==> src/rtl/matmul_pkg.sv <==
// matmul_pkg: state encoding and sizing/index helpers shared by the
// matrix-multiply sequencer and its MAC unit.
package matmul_pkg;

    typedef enum logic [2:0] {
        IDLE,
        FETCH,
        MAC,
        WRITE,
        DONE
    } mm_state_e;

    function automatic int aw_f(input int dim);
        return (dim * dim > 2) ? $clog2(dim * dim) : 1;
    endfunction

    function automatic int acc_w_f(input int dw, input int dim);
        return 2 * dw + $clog2(dim);
    endfunction

    // Loop-counter width; one bit minimum so DIM=2 still has a counter.
    function automatic int cw_f(input int dim);
        return (dim > 2) ? $clog2(dim) : 1;
    endfunction

    function automatic int idx(input int row, input int col, input int dim);
        return row * dim + col;
    endfunction

endpackage

==> src/rtl/matmul_mac.sv <==
// matmul_mac: single unsigned multiply-accumulate lane with clear/enable.
// Clear takes priority over enable.
module matmul_mac
    import matmul_pkg::*;
#(
    parameter int DW    = 8,
    parameter int ACC_W = acc_w_f(DW, 2)
) (
    input  logic             CLK,
    input  logic             RST_N,
    input  logic             clr,
    input  logic             en,
    input  logic [DW-1:0]    a,
    input  logic [DW-1:0]    b,
    output logic [ACC_W-1:0] acc
);

    always_ff @(posedge CLK or negedge RST_N) begin
        if (!RST_N) begin
            acc <= '0;
        end else if (clr) begin
            acc <= '0;
        end else if (en) begin
            acc <= acc + ACC_W'(a) * ACC_W'(b);
        end
    end

endmodule

==> src/rtl/matmul_seq_ctrl.sv <==
// matmul_seq_ctrl: i/j/k loop sequencer for a square matrix multiply.
// Optional MATMUL_SEQ_SAT_EN: saturate res_data and add the sat output.
module matmul_seq_ctrl
    import matmul_pkg::*;
#(
    parameter int DIM   = 2,
    parameter int DW    = 8,
    parameter int AW    = aw_f(DIM),
    parameter int ACC_W = acc_w_f(DW, DIM),
    parameter int RES_W = ACC_W
) (
    input  logic             CLK,
    input  logic             RST_N,
    input  logic             start,
    output logic             busy,
    output logic             done,
    output logic             a_rd_en,
    output logic [AW-1:0]    a_addr,
    input  logic [DW-1:0]    a_rdata,
    output logic             b_rd_en,
    output logic [AW-1:0]    b_addr,
    input  logic [DW-1:0]    b_rdata,
    output logic             res_valid,
    input  logic             res_ready,
    output logic [AW-1:0]    res_addr,
    output logic [RES_W-1:0] res_data
`ifdef MATMUL_SEQ_SAT_EN
    ,
    output logic             sat
`endif
);

    localparam int CW = cw_f(DIM);
    localparam logic [CW-1:0] LAST = CW'(DIM - 1);

    mm_state_e state, state_n;
    logic [CW-1:0] i, j, k;
    logic [CW-1:0] i_n, j_n, k_n;
    logic mac_clr, mac_en;
    logic [ACC_W-1:0] acc;
    logic is_fetch, is_write;

    matmul_mac #(
        .DW    (DW),
        .ACC_W (ACC_W)
    ) u_mac (
        .CLK   (CLK),
        .RST_N (RST_N),
        .clr   (mac_clr),
        .en    (mac_en),
        .a     (a_rdata),
        .b     (b_rdata),
        .acc   (acc)
    );

    always_ff @(posedge CLK or negedge RST_N) begin
        if (!RST_N) begin
            state <= IDLE;
            i     <= '0;
            j     <= '0;
            k     <= '0;
        end else begin
            state <= state_n;
            i     <= i_n;
            j     <= j_n;
            k     <= k_n;
        end
    end

    always_comb begin
        state_n = state;
        i_n     = i;
        j_n     = j;
        k_n     = k;
        mac_clr = 1'b0;
        mac_en  = 1'b0;
        unique case (state)
            IDLE: begin
                if (start) begin
                    state_n = FETCH;
                    i_n     = '0;
                    j_n     = '0;
                    k_n     = '0;
                    mac_clr = 1'b1;
                end
            end
            FETCH: state_n = MAC;
            MAC: begin
                mac_en = 1'b1;
                if (k == LAST) begin
                    state_n = WRITE;
                end else begin
                    k_n     = k + 1'b1;
                    state_n = FETCH;
                end
            end
            WRITE: begin
                if (res_ready) begin
                    mac_clr = 1'b1;
                    k_n     = '0;
                    j_n     = (j == LAST) ? '0 : j + 1'b1;
                    if (j == LAST) begin
                        i_n = (i == LAST) ? '0 : i + 1'b1;
                    end
                    state_n = (i == LAST && j == LAST) ? DONE : FETCH;
                end
            end
            DONE: state_n = IDLE;
            default: state_n = IDLE;
        endcase
    end

    assign is_fetch  = (state == FETCH);
    assign is_write  = (state == WRITE);
    assign busy      = (state != IDLE);
    assign done      = (state == DONE);
    assign a_rd_en   = is_fetch;
    assign b_rd_en   = is_fetch;
    assign res_valid = is_write;

    // Addresses are forced to zero outside their active state.
    assign a_addr = is_fetch ? AW'(idx(int'(i), int'(k), DIM)) : '0;
    assign b_addr = is_fetch ? AW'(idx(int'(k), int'(j), DIM)) : '0;
    assign res_addr = is_write ? AW'(idx(int'(i), int'(j), DIM)) : '0;

`ifdef MATMUL_SEQ_SAT_EN
    logic over;
    if (RES_W < ACC_W) begin : g_ovf
        assign over = |acc[ACC_W-1:RES_W];
    end else begin : g_no_ovf
        assign over = 1'b0;
    end
    assign sat = is_write && over;
    assign res_data = !is_write ? '0 :
                      over      ? '1 : acc[RES_W-1:0];
`else
    assign res_data = is_write ? acc[RES_W-1:0] : '0;
`endif

endmodule

==> config.mk <==
export PLATFORM = sky130hd
export DESIGN_NAME = matmul_seq_ctrl
export DESIGN_NICKNAME = d
export VERILOG_FILES = /design/src/rtl/matmul_pkg.sv /design/src/rtl/matmul_mac.sv /design/src/rtl/matmul_seq_ctrl.sv
export SDC_FILE = /design/constraint.sdc
export NUM_CORES = 1
export LEC_CHECK = 0
export ABC_AREA = 1
export CORE_MARGIN = 2
export CORE_UTILIZATION = 63
export DETAILED_ROUTE_END_ITERATION = 10
export GPL_TIMING_DRIVEN = 0
export PLACE_DENSITY = 0.91
export SLEW_MARGIN = 20
export SYNTH_ARGS = -nofsm -noshare
export SYNTH_HDL_FRONTEND = slang
export SYNTH_SLANG_ARGS = --single-unit
==> constraint.sdc <==
create_clock -name CLK -period 11.15 [get_ports CLK]
set_input_delay 2.7875 -clock CLK [delete_from_list [all_inputs] [get_ports CLK]]
set_output_delay 2.7875 -clock CLK [all_outputs]
set_load 0.1 [all_outputs]
# Word-level counts from Yosys, hierarchy flattened
# Index checks and enable logic that the tools add are counted.
# Widths: inputs -> output; s select.
[totals]
inputBits = 20
output_inout_bits = 28
elab_cells = 56
reg_bits = 23
[classes]
mux = 26
mul = 1
addsub = 7
n_reduce_logical = 10
eq_ne = 7
[ops]
columns = ["cell", "count"]
rows = [
  ["$mux 17", 3],
  ["$add 17x16->17", 1],
  ["$mul 8x8->16", 1],
  ["$pmux 3 s4", 1],
  ["$mux 1", 11],
  ["$mux 3", 3],
  ["$mux 2", 4],
  ["$add 2x1->2", 3],
  ["$eq 3x2->1 const B", 2],
  ["$ne 2x2->1 const B", 3],
  ["$pmux 1 s2", 3],
  ["$reduce_and 3->1", 2],
  ["$reduce_bool 3->1", 2],
  ["$reduce_and 4->1", 1],
  ["$reduce_bool 2->1", 2],
  ["$add 1x1->1 const B", 3],
  ["$eq 3x1->1 const B", 1],
  ["$eq 3x3->1 const B", 1],
  ["$logic_not 3->1", 1],
  ["$pmux 1 s3", 1],
  ["$reduce_and 2->1", 1],
  ["$logic_and 1x1->1", 1],
]

# Longest topological paths before layout
[logic_depth]
depth_word = 5
ltp_mapped = 21
depth_no_buf = 20

# Cells and area by module
# A second synthesis with hierarchy kept.
[hier_totals]
cells_unflattened = 592
hier_area_um2 = 4011.3
[modules_own_cells]
columns = ["mod", "area_each_um2", "cells_per_inst", "instances", "seq_area_each_um2"]
rows = [
  ["matmul_mac", 3483.3, 499, 1, 425.4],
  ["matmul_seq_ctrl", 528.0, 93, 1, 150.1],
]

# Worst setup path before layout
# No wires, ideal clock.
[synth_path]
kind = "register to output"
from = "register state[2]"
to = "output port b_addr[1]"
n_path_buf = 1
path_stages_with_launch = 5
slack_ns = 3.553
t_arrival_ns = 4.809
required_ns = 8.363
path_cell_list = "dfrtp_1 -> nor3_1 -> inv_1 -> nor2_1 -> buf_4"
[synth_via]
elab_chain_len = 2
[synth_lines]
columns = ["item", "line", "rtl"]
rows = [
  ["from (decl)", "matmul_seq_ctrl.sv:36", "mm_state_e state, state_n;"],
  ["from (signal assigned)", "matmul_seq_ctrl.sv:63", "state <= state_n;"],
  ["$eq 3x1->1", "matmul_seq_ctrl.sv:113", "assign is_fetch = (state == FETCH);"],
  ["net a_rd_en", "matmul_seq_ctrl.sv:17", "output logic a_rd_en,"],
  ["$mux 2", "matmul_seq_ctrl.sv:123", "assign b_addr = is_fetch ? AW'(idx(int'(k), int'(j), DIM)) : '0;"],
  ["to (decl)", "matmul_seq_ctrl.sv:21", "output logic [AW-1:0] b_addr,"],
]
# The timed path passes the listed nets, and every way through them passes these cells.

# Worst setup path after layout
[layout_path]
from = "input port a_rdata[0]"
to = "register u_mac.acc[13]"
[layout_via]
elab_chain_len = 4
[layout_lines]
columns = ["item", "line", "rtl"]
rows = [
  ["from (decl)", "matmul_seq_ctrl.sv:19", "input logic [DW-1:0] a_rdata,"],
  ["$mul 8x8->16", "matmul_mac.sv:24", "acc <= acc + ACC_W'(a) * ACC_W'(b);"],
  ["$add 17x16->17", "matmul_mac.sv:24", ""],
  ["$mux 17", "matmul_mac.sv:23", "end else if (en) begin"],
  ["$mux 17", "matmul_mac.sv:21", "end else if (clr) begin"],
  ["to (signal assigned)", "matmul_mac.sv:24", ""],
  ["to (decl)", "matmul_mac.sv:15", "output logic [ACC_W-1:0] acc"],
]
# No other way between the ends. The select of a mux whose other input is x is not followed.
# A chain may end at the register's enable or synchronous reset.

==> impl_metrics.toml <==
[synthesis]
synth-edff-count = 0
synth_nets = 671
synth.distinct_cells = 32
synth_cells = 563
ys_ff_latch = 23
seq_area_frac_synth = 0.145
avgSynthCellArea_um2 = 7.05
synth_area_leader_cell = "fa_1"
synth_common_cells = "176 x inv_1, 149 x nand2_1, 50 x fa_1"
yosysTopAreaCellShare = 0.252
synth_top_flop_cell = "dfrtp_1"
netlist_top_cells_area = "fa_1 25%, inv_1 17%, dfrtp_1 15%, nand2_1 14%, ha_1 12%"
synth.most_common_cell = "inv_1"
yosysWarnings = 0
netlist_area_mm2 = 0.00397
async_flop_share = 1.00

[run]
cap_violations = 0

[global_route]
met3_usage = 0.0258
grt_pass1_vias = 3562
grt-busiest-layer = "met2"
antenna_found_initial = 0
grt_usage = 0.270
overflow = 0
grt_max_degree = 24
use_met2 = 0.492
grt_first_pass_wirelength_mm = 15.5
grt_use_met1 = 0.338

[setup_path]
cp_top_family = "adder cells"
crit_buf_inv = 5
crit_type = "in -> reg"
crit_required_ns = 11.33
cp_slowest_stage_delay_ns = 0.55
start_kind = "primary input"
crit_slowest_cell = "fa_1"
path_cells = "clkbuf_1, nand2_1, fa_1, fa_1, inv_1, fa_1, inv_1, fa_1, inv_1, ha_1, nand2_1, inv_1, nand2_1, nand2_1, nand2_1, nand3_1, nand2_1, nand2_1, o21ai_0"
crit_arrival_ns = 6.70
crit_fanout = 8
path_common_cell = "nand2_1"
worstSetupEndpointType = "flip-flop"

[clock_network]
cts_setup_buffers = 0
cts_resized = 0
htreeDepth = 1
clk_pin_slew_ns = 0.09
clk_latency_ns = 0.27
clock_sinks = 23
clockRootBuffer = "clkbuf_8"
clockBufferDepth = 2
tritoncts = "done"
cts_buffers = 3
hold_buffers = 0

[die]
ios = 48
std_cell_rows = 28
core_mm2 = 0.00599
dieArea_mm2 = 0.00695
fp.dieH_um = 83.4
die_w_um = 83.4
initial_core_util = 0.662

[finish]
n_antenna_cell = 0
final_nets = 707
utilization = 0.736
syn_to_final_growth_pct = 11.2
drive_gt1_frac = 0.0535

[outcome]
status = "complete, no violations"

[sta]
period_minus_slack_ns = 6.52
max_freq_mhz = 153
fin_hold_ws_ns = 0.513
min_period_over_period = 0.585
final-max-slew-violation-count = 0
finalSetupViolCount = 0
worstMarginPinSlew_ns = 0.992
slew-limit-headroom = 0.336
fin_setup_tns_ns = 0
skew_ns = 0.00343
finalHoldViolCount = 0
rsz0062_at_grt = "no"

[route]
wl_per_cell_um = 12.9
drt-total-wl_mm = 8.66
postRouteAntennaNets = 0
post-route-drc-count = 0
first_pass_iters = 5
drt_iter0_drc = 236
routed_via_density = 5.05
vias = 3402

[worst_hold_path]
hold_class = "reg -> reg"

[placement]
gp_congestion = 0.907
hpwl_mm = 7.30
io_buffers = 31
[cells by family (layout without fill, tap and decap cells)]
group                      count (synthesis)  in the layout  share of synthesized area
and+or+nand+nor                          217            217                      0.228
buffers and inverters                    202            237                      0.198
adders and majority gates                 88             88                      0.372
AOI/OAI and AO/OA                         29             29                     0.0483
DFF                                       23             23                      0.145
xor gates and xnor gates                   4              4                    0.00883
[stage by stage]
stage | area [um^2] | worst slack, ns | instances
floorplan | 3970 | 3.55 | 563
global placement | 4370 | 4.46 | 669
detailed placement | 4370 | 4.38 | 669
CTS | 4420 | 4.66 | 673
global route | 4410 | 4.37 | 673
finish | 4410 | 4.63 | 673
[placed cells by master (no fill, tap or decap), drive strengths merged]
cell type / count
inv: 181
nand2: 153
fa: 50
nor2: 39
ha: 38
clkdlybuf4s50: 30
dfrtp: 23
clkbuf: 19
nand3: 17
o21ai: 14
a21oi: 9
buf: 7
xnor2: 4
nor3: 4
o22ai: 4
nand4: 2
or2: 1
a211oi: 1
o211ai: 1
nand3b: 1
[worst min-delay path, stage by stage, from the launching register on]
cell	delay, ns
dfrtp_1	0.36
nand2_1	0.06
nand2_1	0.06
[state kept, by name (all words and copies together), names as in the netlist]
register   count
k              1
state          3
j              1
i              1
u_mac.acc     17
[routing by layer]
layer / routed length [um] / vias to the layer above
met5: 0 / -
met4: 166 / 0
met3: 496 / 20
met2: 4500 / 122
met1: 3500 / 1591
li1: - / 1669
[worst paths after layout]
path                               start       endpoint  slack (ns)  cells past startpoint
max                           a_rdata[0]  u_mac.acc[13]        4.63                     19
min in group asynchronous          RST_N              j        2.49                      1
min reg2reg                u_mac.acc[14]  u_mac.acc[14]        0.51                      2
max in group asynchronous          RST_N   u_mac.acc[6]        8.29                      1
min                        u_mac.acc[14]  u_mac.acc[14]        0.51                      2
max reg2reg                 u_mac.acc[7]  u_mac.acc[13]        7.27                     18
[cell type report]
type	instances	area, um^2
clock buffer	4	45.0
sequential	23	576
inverter	181	684
fill	461	1580
timing repair buffer	31	305
multi-input combinational	338	2610
buffer	21	100
tap	75	93.8
Power is left out: the tool's default activity adds up to more than one toggle a clock period on the data nets, which glitch-free logic cannot reach.
